===== src/rtl/serial_sub_4bit_if.sv =====
// Operation handshake and operand/result bus for the bit-serial subtractor.
// The controller side uses master; the subtractor uses slave.
interface serial_sub_4bit_if #(
    parameter int WIDTH = 4
);
    logic             start;
    logic [WIDTH-1:0] a;
    logic [WIDTH-1:0] b;
    logic             bin;
    logic             busy;
    logic             done;
    logic [WIDTH-1:0] diff;
    logic             bout;

    modport master (
        output start, a, b, bin,
        input  busy, done, diff, bout
    );

    modport slave (
        input  start, a, b, bin,
        output busy, done, diff, bout
    );
endinterface


===== src/rtl/serial_sub_4bit.sv =====
// Bit-serial unsigned subtractor: a - b - bin, one bit per clock, LSB first,
// through a single full-subtractor cell and a registered borrow.
module serial_sub_4bit #(
    parameter int WIDTH = 4
) (
    input  logic              clk,
    input  logic              rst_n,
    serial_sub_4bit_if.slave  bus
);
    localparam int CW = $clog2(WIDTH);

    typedef enum logic [1:0] {IDLE, RUN, DONE} state_t;

    state_t           state;
    state_t           state_next;
    logic [WIDTH-1:0] a_sh;
    logic [WIDTH-1:0] b_sh;
    logic [WIDTH-2:0] res_sh;
    logic [WIDTH-1:0] res_next;
    logic [WIDTH-1:0] diff_q;
    logic             bout_q;
    logic             br;
    logic             br_next;
    logic             d_bit;
    logic [CW-1:0]    cnt;
    logic             accept;
    logic             last;
    logic             busy_c;
    logic             done_c;

    always_ff @(posedge clk) begin
        if (!rst_n) begin
            state <= IDLE;
        end else begin
            state <= state_next;
        end
    end

    always_comb begin
        state_next = state;
        accept     = 1'b0;
        last       = 1'b0;
        busy_c     = 1'b0;
        done_c     = 1'b0;
        case (state)
            IDLE: begin
                if (bus.start) begin
                    accept     = 1'b1;
                    state_next = RUN;
                end
            end
            RUN: begin
                busy_c = 1'b1;
                if (cnt == CW'(WIDTH - 1)) begin
                    last       = 1'b1;
                    state_next = DONE;
                end
            end
            DONE: begin
                busy_c     = 1'b1;
                done_c     = 1'b1;
                state_next = IDLE;
            end
            default: state_next = IDLE;
        endcase
    end

    // Full-subtractor cell on the current LSBs of the operand shift registers.
    always_comb begin
        d_bit    = a_sh[0] ^ b_sh[0] ^ br;
        br_next  = (~a_sh[0] & b_sh[0]) | (~(a_sh[0] ^ b_sh[0]) & br);
        res_next = {d_bit, res_sh};
    end

    // Only WIDTH-1 result bits need storing; the final bit goes straight into diff.
    always_ff @(posedge clk) begin
        if (!rst_n) begin
            a_sh   <= '0;
            b_sh   <= '0;
            res_sh <= '0;
            br     <= 1'b0;
            cnt    <= '0;
            diff_q <= '0;
            bout_q <= 1'b0;
        end else if (accept) begin
            a_sh <= bus.a;
            b_sh <= bus.b;
            br   <= bus.bin;
            cnt  <= '0;
        end else if (state == RUN) begin
            a_sh   <= a_sh >> 1;
            b_sh   <= b_sh >> 1;
            res_sh <= res_next[WIDTH-1:1];
            br     <= br_next;
            cnt    <= cnt + 1'b1;
            if (last) begin
                diff_q <= res_next;
                bout_q <= br_next;
            end
        end
    end

    assign bus.busy = busy_c;
    assign bus.done = done_c;
    assign bus.diff = diff_q;
    assign bus.bout = bout_q;
endmodule


===== src/flat_wrapper.sv =====
// flat-port wrapper written by rule: the top's interface ports become plain ports
module serial_sub_4bit_flat 
#(
    parameter int WIDTH = 4
)
  (clk, rst_n, bus_start, bus_a, bus_b, bus_bin, bus_busy, bus_done, bus_diff, bus_bout);
  serial_sub_4bit_if #(.WIDTH(WIDTH)) bus_i ();
  input  logic clk;
  input  logic rst_n;
  input wire logic [$bits(bus_i.start)-1:0] bus_start;
  input wire logic [$bits(bus_i.a)-1:0] bus_a;
  input wire logic [$bits(bus_i.b)-1:0] bus_b;
  input wire logic [$bits(bus_i.bin)-1:0] bus_bin;
  output wire logic [$bits(bus_i.busy)-1:0] bus_busy;
  output wire logic [$bits(bus_i.done)-1:0] bus_done;
  output wire logic [$bits(bus_i.diff)-1:0] bus_diff;
  output wire logic [$bits(bus_i.bout)-1:0] bus_bout;
  assign bus_i.start = bus_start;
  assign bus_i.a = bus_a;
  assign bus_i.b = bus_b;
  assign bus_i.bin = bus_bin;
  assign bus_busy = bus_i.busy;
  assign bus_done = bus_i.done;
  assign bus_diff = bus_i.diff;
  assign bus_bout = bus_i.bout;
  serial_sub_4bit #(.WIDTH(WIDTH)) u_core (.clk(clk), .rst_n(rst_n), .bus(bus_i));
endmodule

===== config.mk =====
export PLATFORM = sky130hd
export DESIGN_NAME = serial_sub_4bit_flat
export DESIGN_NICKNAME = d
export VERILOG_FILES = /design/src/rtl/serial_sub_4bit_if.sv /design/src/rtl/serial_sub_4bit.sv /design/src/flat_wrapper.sv
export SDC_FILE = /design/constraint.sdc
export NUM_CORES = 1
export LEC_CHECK = 0
export CORE_ASPECT_RATIO = 1.25
export CORE_MARGIN = 2
export CORE_UTILIZATION = 32
export CTS_BUF_LIST = sky130_fd_sc_hd__clkbuf_8
export DETAILED_ROUTE_END_ITERATION = 8
export HOLD_SLACK_MARGIN = 0.12
export SLEW_MARGIN = 20
export SYNTH_ARGS = -nofsm -noshare
export SYNTH_HDL_FRONTEND = slang
export SYNTH_SLANG_ARGS = --single-unit

===== constraint.sdc =====
create_clock -name clk -period 1.8 [get_ports clk]
set_clock_uncertainty 0.05 [all_clocks]
set_input_delay 0.54 -clock clk [delete_from_list [all_inputs] [get_ports clk]]
set_output_delay 0.54 -clock clk [all_outputs]
set_load 0.01 [all_outputs]

== Yosys cells after proc, flatten, opt, wreduce, memory -nomap -nowiden ==
Cells that the tools add are included.

* RAM bits: 0
* Register bits after elaboration: 21
* ROM bits: 0
* Bits in latches: 0
* Logic and storage cells: 45
* Memories: 0
* Output and inout bits: 7

* Equality and inequality tests: 5
* Bitwise logic cells: 9
* Reductions and logical operators: 7
* Div/mod/pow operators: 0
* Shifts and indexed selects: 0
* Multipliers: 0
* $lt $le $gt $ge: 0
* Add/subtract/negate cells: 1
* Muxes and demuxes: 15

{| class="wikitable"
|+ Operator list
! cell !! count
|-
| 2-to-1 mux 4 bit || 4
|-
| 2-to-1 mux 1 bit || 8
|-
| equality test 2 bit, second input constant || 2
|-
| 2-to-1 mux 2 bit || 2
|-
| inverter 1 bit || 4
|-
| case mux 2 bit (2 select lines) || 1
|-
| AND reduction 2 bit || 2
|-
| OR reduction 2 bit || 2
|-
| AND reduction 3 bit || 1
|-
| adder 2 x 1 -> 2 bit, second input constant || 1
|-
| AND 1 bit || 2
|-
| equality test 2 x 1 -> 1 bit, second input constant || 1
|-
| logical NOT 2 bit || 1
|-
| != test 2 x 1 -> 1 bit, second input constant || 1
|-
| != test 2 bit, second input constant || 1
|-
| nonzero test 2 bit || 1
|-
| bitwise XOR 1 bit || 2
|-
| bitwise OR 1 bit || 1
|}

== Depth between registers and ports, before layout ==
Gate-level depths: netlist of run 1.

* Word-level depth: 6
* Mapped depth: 6

== Worst setup path after synthesis of run 1 ==
Ideal clock, no wire load.

* Path kind: register -> output
* Start: register u_core.state[0]
* End: output bus_busy
* Buffers on the path: 0
* Stages on the path, launching flop included: 3
* Data required time: 1.210 ns
* Data arrival time: 0.751 ns
* Setup slack: 0.459 ns
* Cell sequence: dfxtp_1 inv_1 ha_1

* Word-level cells in the longest chain between the ends: 3
* Elaborated cells between the ends (all ways): 4

{| class="wikitable"
|+ Ends and longest elaborated chain
! element !! line !! text
|-
| start, declared || serial_sub_4bit.sv:14 || <nowiki>state_t state;</nowiki>
|-
| start signal, assigned || serial_sub_4bit.sv:35 || <nowiki>state <= state_next;</nowiki>
|-
| equality test 2 bit or equality test 2 x 1 -> 1 bit (tied branches) || serial_sub_4bit.sv:45 || <nowiki>case (state)</nowiki>
|-
| OR reduction 2 bit (no source line) * || -- ||
|-
| 2-to-1 mux 1 bit * || serial_sub_4bit.sv:45 ||
|-
| end, declared || flat_wrapper.sv:14 || <nowiki>output wire logic [$bits(bus_i.busy)-1:0] bus_busy;</nowiki>
|}

Every way passes the cells marked *; elsewhere a longest branch is shown, timed or not.

== Worst setup path after layout of run 1 ==
* Start: register u_core.state[1]
* End: output bus_done

* Word-level cells in the longest chain between the ends: 2

{| class="wikitable"
|+ Ends and longest elaborated chain
! element !! line !! text
|-
| equality test 2 bit || serial_sub_4bit.sv:45 ||
|-
| 2-to-1 mux 1 bit || serial_sub_4bit.sv:45 ||
|-
| end, declared || flat_wrapper.sv:15 || <nowiki>output wire logic [$bits(bus_i.done)-1:0] bus_done;</nowiki>
|}

Every way passes these cells.

==> impl_metrics.yaml, run 1 <==
run_status:
  status: "complete, no violations"
die:
  fp.dieH_um: 65.4
  std_cell_rows: 22
  die_w_um: 53.1
  start_util_pct: 33.1
  ioPinCount: 19
  core_area_mm2: 0.00292
  die_area_mm2: 0.00347
synthesis:
  synth_area_leader_cell: "dfxtp_1"
  synth.area.top_cells: "dfxtp_1 (44%), mux2i_1 (12%), ha_1 (7.8%), o21ai_0 (6.2%), nand2_1 (4.7%)"
  ys_seq_area_share_pct: 43.6
  yosys_register_bits: 21
  syn_nets: 122
  yosysUniqueCellTypes: 21
  ys_warn_count: 0
  avgSynthCellArea_um2: 9.37
  syn_area_um2: 965
  netlist.area_leader.share_pct: 43.6
  synthCells: 103
timing:
  slew_headroom_pct: 79.1
  setup_tns_ns: 0
  drv_slew: 0
  period_share_pct: 96.9
  post-route-min-period_ns: 1.74
  worst_pin_slew_ns: 0.313
  fmax_ghz: 0.573
  hold_viol_final: 0
  rsz0062_at_grt: "false"
  setup_viol: 0
cts:
  holdBufCountCts: 0
  htreeDepth: 1
  clk_latency_ns: 0.26
  cts_sinks: 21
  clkSlewWorstSetupHoldPaths_ns: 0.08
  cts_made_buffers: 3
  clk_path_buf_depth: 2
  root_buffer: "clkbuf_8"
  cts_tree: "built"
power:
  power.internal_mw: 1.01
  power_frac_comb_pct: 40.3
  ir_worst_vdd_mv: 0.696
  power.share.switching_pct: 33.3
  p_seq_share_pct: 39.7
  clockPowerShare_pct: 19.9
  powerDensity_mw_per_mm2: 1210
  p_switching_mw: 0.507
  p_leak_nw: 0.487
drt:
  firstDrtPassIters: 4
  drc_errors: 0
  vias: 760
  drt-total-wl_mm: 1.77
  wire_per_inst_um: 10.8
  drtIter0Drc: 21
  vias_per_cell: 4.63
  antenna_left: 0
placed_design:
  placed_area_mm2: 0.00122
  dp_hpwl_mm: 1.33
  gp_congestion: 0.662
  portBuffers: 18
cells_and_area:
  drive_gt1_share_pct: 11.7
  area_growth_pct: 30.2
  n_fill_cell: 320
  final_area_mm2: 0.00126
  fin_nets: 148
  antennaDiodeCount: 0
setup_path:
  critical_path_arrival_ns: 1.15
  required_ns: 1.21
  path_class: "reg -> out"
  r2r-end: "u_core.bus.bout"
  critPathMaxStageDelay_ns: 0.32
  crit_slowest_cell: "dfxtp_1"
  cp-end-kind: "output pin"
  cp_max_fo: 2
  reg2reg_depth: 7
  crit_chain: "buf_4 -> ha_1 -> dlygate4sd2_1"
  reg2reg_slack_ns: 0.34
  start_kind: "flop"
  r2r_start: "u_core.state[1]"
grt:
  grt_overflow: 0
  grt_pass1_vias: 767
  antenna_found_initial: 0
  grtUsageTotal_pct: 11.8
  grt_pass1_wl_mm: 3.09
  grt_max_degree: 18
flow_run:
  drv_cap: 0
worst_hold_path:
  hold_end: "u_core.bus.diff[0]"
  holdPathStages: 2
  hp-class: "reg -> reg"
  worstHoldStart: "u_core.res_sh[0]"
## critical path: cells and delay by family (launching register included)
kind                       cells  cell delay, ns
buffers and inverters          2            0.41
DFF                            1            0.32
adders and majority gates      1            0.17
## power by group through the flow
stage / Sequential, mW / Clock (mW) / Combinational, mW
4_1_cts: 0.604 / 0.312 / 0.632
3_3_place_gp: 0.611 / 0 / 0.622
2_1_floorplan: 0.608 / 0 / 0.459
6_report: 0.604 / 0.303 / 0.613
3_5_place_dp: 0.615 / 0 / 0.640
5_1_grt: 0.617 / 0.332 / 0.689
## per-layer routing
metal | track usage [%] | up-vias | part of all wire, %
li1 | - | 400 | -
met1 | 14.3 | 345 | 48
met2 | 19.7 | 13 | 48
met3 | 2.05 | 2 | 3.7
met4 | 5.77 | 0 | 0.79
met5 | 0 | - | 0
## state kept, by name, summed over array words and instances (netlist names)
signal / flops
u_core.res_sh: 3
u_core.b_sh: 4
u_core.bus.diff: 4
u_core.a_sh: 4
u_core.br: 1
u_core.state: 2
u_core.cnt: 2
u_core.bus.bout: 1
## cells in the final DEF, fill, tap and decap left out, drive strengths merged
cell type | netlist | routed
dfxtp | 21 | 21
clkdlybuf4s50 | 0 | 16
nand2 | 12 | 12
mux2i | 12 | 12
o21ai | 12 | 12
buf | 6 | 9
nand3 | 8 | 8
inv | 6 | 6
a21oi | 6 | 6
ha | 6 | 6
clkbuf | 0 | 4
nor2b | 3 | 3
nor2 | 2 | 2
nand3b | 2 | 2
a21boi | 2 | 2
xnor2 | 1 | 1
a22oi | 1 | 1
o22ai | 1 | 1
nand2b | 1 | 1
fa | 1 | 1
clkinv | 0 | 1
dlygate4sd2 | 0 | 1
## synthesized netlist by cell type, drive strengths merged
master and instances:
dfxtp 21, mux2i 12, nand2 12, o21ai 12, nand3 8, a21oi 6, buf 6, ha 6
inv 6, nor2b 3, a21boi 2, nand3b 2, nor2 2, a22oi 1, fa 1, nand2b 1
o22ai 1, xnor2 1
## cell families after synthesis
| kind of cell | synth area share, % |
|---|---|
| XOR/XNOR | 0.908 |
| flip-flops | 43.6 |
| AND/OR/NAND/NOR | 14.3 |
| adder cells (fa/ha/maj) | 9.86 |
| AO/OA/AOI/OAI | 12.3 |
| multiplexers | 12.5 |
| buffers and inverters | 6.61 |
## cell type report
type / count / area (µm²) / share of cell area (%)
clock inverter: 1 / 5.00 / 0.398
multi-input combinational: 70 / 480 / 38.2
inverter: 6 / 22.5 / 1.79
sequential: 21 / 420 / 33.5
clock buffer: 3 / 41.3 / 3.29
tap: 36 / 45.0 / 3.59
timing repair buffer: 27 / 241 / 19.2
## worst max-delay path by stage
stage	start	to	slack, ns	depth (start not counted)
finish	u_core.state[1]	bus_done	0.06	3
global route	u_core.state[0]	bus_done	0.004	3
CTS	u_core.state[0]	bus_busy	0.02	3
detailed placement	u_core.state[0]	bus_busy	0.02	3
global placement	u_core.state[0]	bus_busy	0.04	3
floorplan	u_core.state[0]	bus_busy	0.46	2
## stage by stage
step | instances | worst slack [ns] | power (mW) | utilization [%] | hold WS, ns
2_1_floorplan | 103 | 0.459 | 1.07 | - | 0.385
3_3_place_gp | 160 | 0.0391 | 1.23 | 41.7 | 0.403
3_5_place_dp | 160 | 0.0174 | 1.26 | 41.7 | 0.415
4_1_cts | 164 | 0.0173 | 1.55 | 43.2 | 0.427
5_1_grt | 164 | 0.00372 | 1.64 | 43.1 | 0.467
6_report | 164 | 0.0555 | 1.52 | 43.1 | 0.415
## what timing repair did
item | in CTS | in global routing
buffers inserted | 0 | 0
gates cloned | 0 | 0
endpoints found under the setup margin | 2 | 1
gates resized for setup | 3 | 1
Power figures use the tool's default switching activity.
==> run 2, diff against run 1 <==
--- a/constraint.sdc
+++ b/constraint.sdc
@@ -3,3 +3,3 @@
 set_input_delay 0.54 -clock clk [delete_from_list [all_inputs] [get_ports clk]]
 set_output_delay 0.54 -clock clk [all_outputs]
-set_load 0.01 [all_outputs]
+set_load 0.005 [all_outputs]
==> run 2 against run 1 <==
  * Sequential cell count did not move
  * Global-route usage down 0.45 points
  * First-iteration DRC count down 95%
  * Worst setup slack better by 0.019 ns
  * Largest cell class unchanged
==> impl_metrics.yaml, run 2 (synthesized netlist as in run 1, its figures left out) <==
run_status:
  status: "complete, no violations"
setup_path:
  required_ns: 1.21
  start_kind: "flop"
  crit_slowest_cell: "dfxtp_2"
  cp_num_buf_inv: 2
  crit_chain: "buf_4 -> ha_1 -> dlygate4sd2_1"
  path_delay_family: "buffers and inverters"
  critPathMaxStageDelay_ns: 0.33
  reg2reg_slack_ns: 0.32
  path_class: "reg -> out"
  crit_start: "u_core.state[1]"
  r2r-end: "u_core.bus.diff[0]"
  critical_path_arrival_ns: 1.14
  cp-end-kind: "output pin"
  r2r_start: "u_core.state[1]"
  cp.depth: 3
  reg2reg_depth: 7
  cp_max_fo: 3
  setup.worst_path.end: "bus_done"
timing:
  drv_slew: 0
  rsz0062_at_grt: "false"
  slew_headroom_pct: 75.3
  setup_viol: 0
  period_share_pct: 95.9
  hold_viol_final: 0
  fmax_ghz: 0.580
  worst_slack_ns: 0.0746
  worst_pin_slew_ns: 0.369
  post-route-min-period_ns: 1.73
  setup_tns_ns: 0
drt:
  drt-total-wl_mm: 1.72
  antenna_left: 0
  firstDrtPassIters: 4
  vias_per_cell: 4.57
  drc_errors: 0
  drtIter0Drc: 1
  vias: 749
  wire_per_inst_um: 10.5
cells_and_area:
  layout_commonest_cell: "dfxtp_1"
  fin_nets: 148
  drive_gt1_share_pct: 13.3
  final_cell_mix: "dfxtp_1 (19), clkdlybuf4s50_1 (16), nand2_1 (12), mux2i_1 (12), o21ai_0 (12)"
  fin_util_pct: 43.3
  antennaDiodeCount: 0
  area_growth_pct: 31.0
power:
  p_switching_mw: 0.501
  p_seq_share_pct: 40.0
  powerDensity_mw_per_mm2: 1210
  clockPowerShare_pct: 20.2
  power.total_mw: 1.53
  power.internal_mw: 1.02
  power.share.switching_pct: 32.8
  ir_worst_vdd_mv: 0.719
  p_leak_nw: 0.488
  power_frac_comb_pct: 39.7
cts:
  clkSlewWorstSetupHoldPaths_ns: 0.08
  cts_tree: "built"
  holdBufCountCts: 0
  htreeDepth: 1
  clk_latency_ns: 0.26
  root_buffer: "clkbuf_8"
  cts_made_buffers: 3
  clk_path_buf_depth: 2
  cts_sinks: 21
placed_design:
  dp_hpwl_mm: 1.25
  portBuffers: 18
  place_ws_ns: 0.00430
  gp_congestion: 0.731
die:
  start_util_pct: 33.1
  fp.dieH_um: 65.4
  die_area_mm2: 0.00347
  ioPinCount: 19
  core_area_mm2: 0.00292
  die_w_um: 53.1
  std_cell_rows: 22
grt:
  grtUsageTotal_pct: 11.4
  grt_overflow: 0
  grt_pass1_wl_mm: 2.89
  antenna_found_initial: 0
  grt_max_degree: 18
  grt_pass1_vias: 697
worst_hold_path:
  hp-class: "reg -> reg"
flow_run:
  drv_cap: 0
==> run 2: cell count changes in the layout (fill, tap and decap cells not counted) <==
cell	previous run	this run
clkbuf_2	1	0
dfxtp_1	21	19
inv_1	6	5
dfxtp_2	0	2
inv_2	0	1
clkdlybuf4s15_1	0	1
==> run 2: area by class of cell <==
class / count / area, µm²
clock buffers: 3 / 41.3
clock inverters: 1 / 5.00
fillers: 308 / 1650
inverters: 6 / 22.5
multi-input cells: 70 / 480
flip-flops and latches: 21 / 423
well taps: 36 / 45.0
repair buffers: 27 / 246
==> run 2: power groups by stage <==
stage | sequential (mW) | clock [mW] | combinational (mW)
floorplan | 0.608 | 0 | 0.447
global placement | 0.615 | 0 | 0.602
detailed placement | 0.620 | 0 | 0.608
CTS | 0.614 | 0.321 | 0.600
global route | 0.623 | 0.336 | 0.688
finish | 0.611 | 0.309 | 0.606
==> run 2: worst min-delay path by stage <==
stage,start,to,slack [ns],cells past startpoint
2_1_floorplan,u_core.res_sh[0],u_core.bus.diff[0],0.39,2
3_3_place_gp,u_core.res_sh[0],u_core.bus.diff[0],0.40,2
3_5_place_dp,u_core.res_sh[0],u_core.bus.diff[0],0.41,2
4_1_cts,u_core.res_sh[0],u_core.bus.diff[0],0.43,2
5_1_grt,u_core.bus.bout,u_core.bus.bout,0.45,2
6_report,u_core.res_sh[0],u_core.bus.diff[0],0.42,2
==> run 2: layer usage <==
| metal | share of wire (%) | track usage (%) | vias up |
|---|---|---|---|
| met2 | 46 | 18.4 | 14 |
| met1 | 48 | 13.5 | 333 |
| met3 | 4.6 | 2.27 | 4 |
| li1 | - | - | 398 |
| met4 | 1.7 | 6.73 | 0 |
| met5 | 0 | 0 | - |
==> run 2: per-stage QoR <==
stage	hold WS, ns	std cells	instance area (µm²)
final	0.416	164	1260
after floorplan	0.385	103	965
after detailed placement	0.415	159	1210
after global placement	0.400	159	1210
after CTS	0.425	163	1250
after global routing	0.446	164	1260
==> run 2: what timing repair did <==
action	in CTS	in global routing
setup buffers	0	1
gates cloned	0	0
endpoints found under the setup margin	2	1
gates resized for setup	5	1
==> run 2: worst min-delay path, delay by kind of cell, from the launching register on <==
kind,cells,cell delay (ns)
AOI/OAI and AO/OA,1,0.06
and+or+nand+nor,1,0.05
DFF,1,0.31
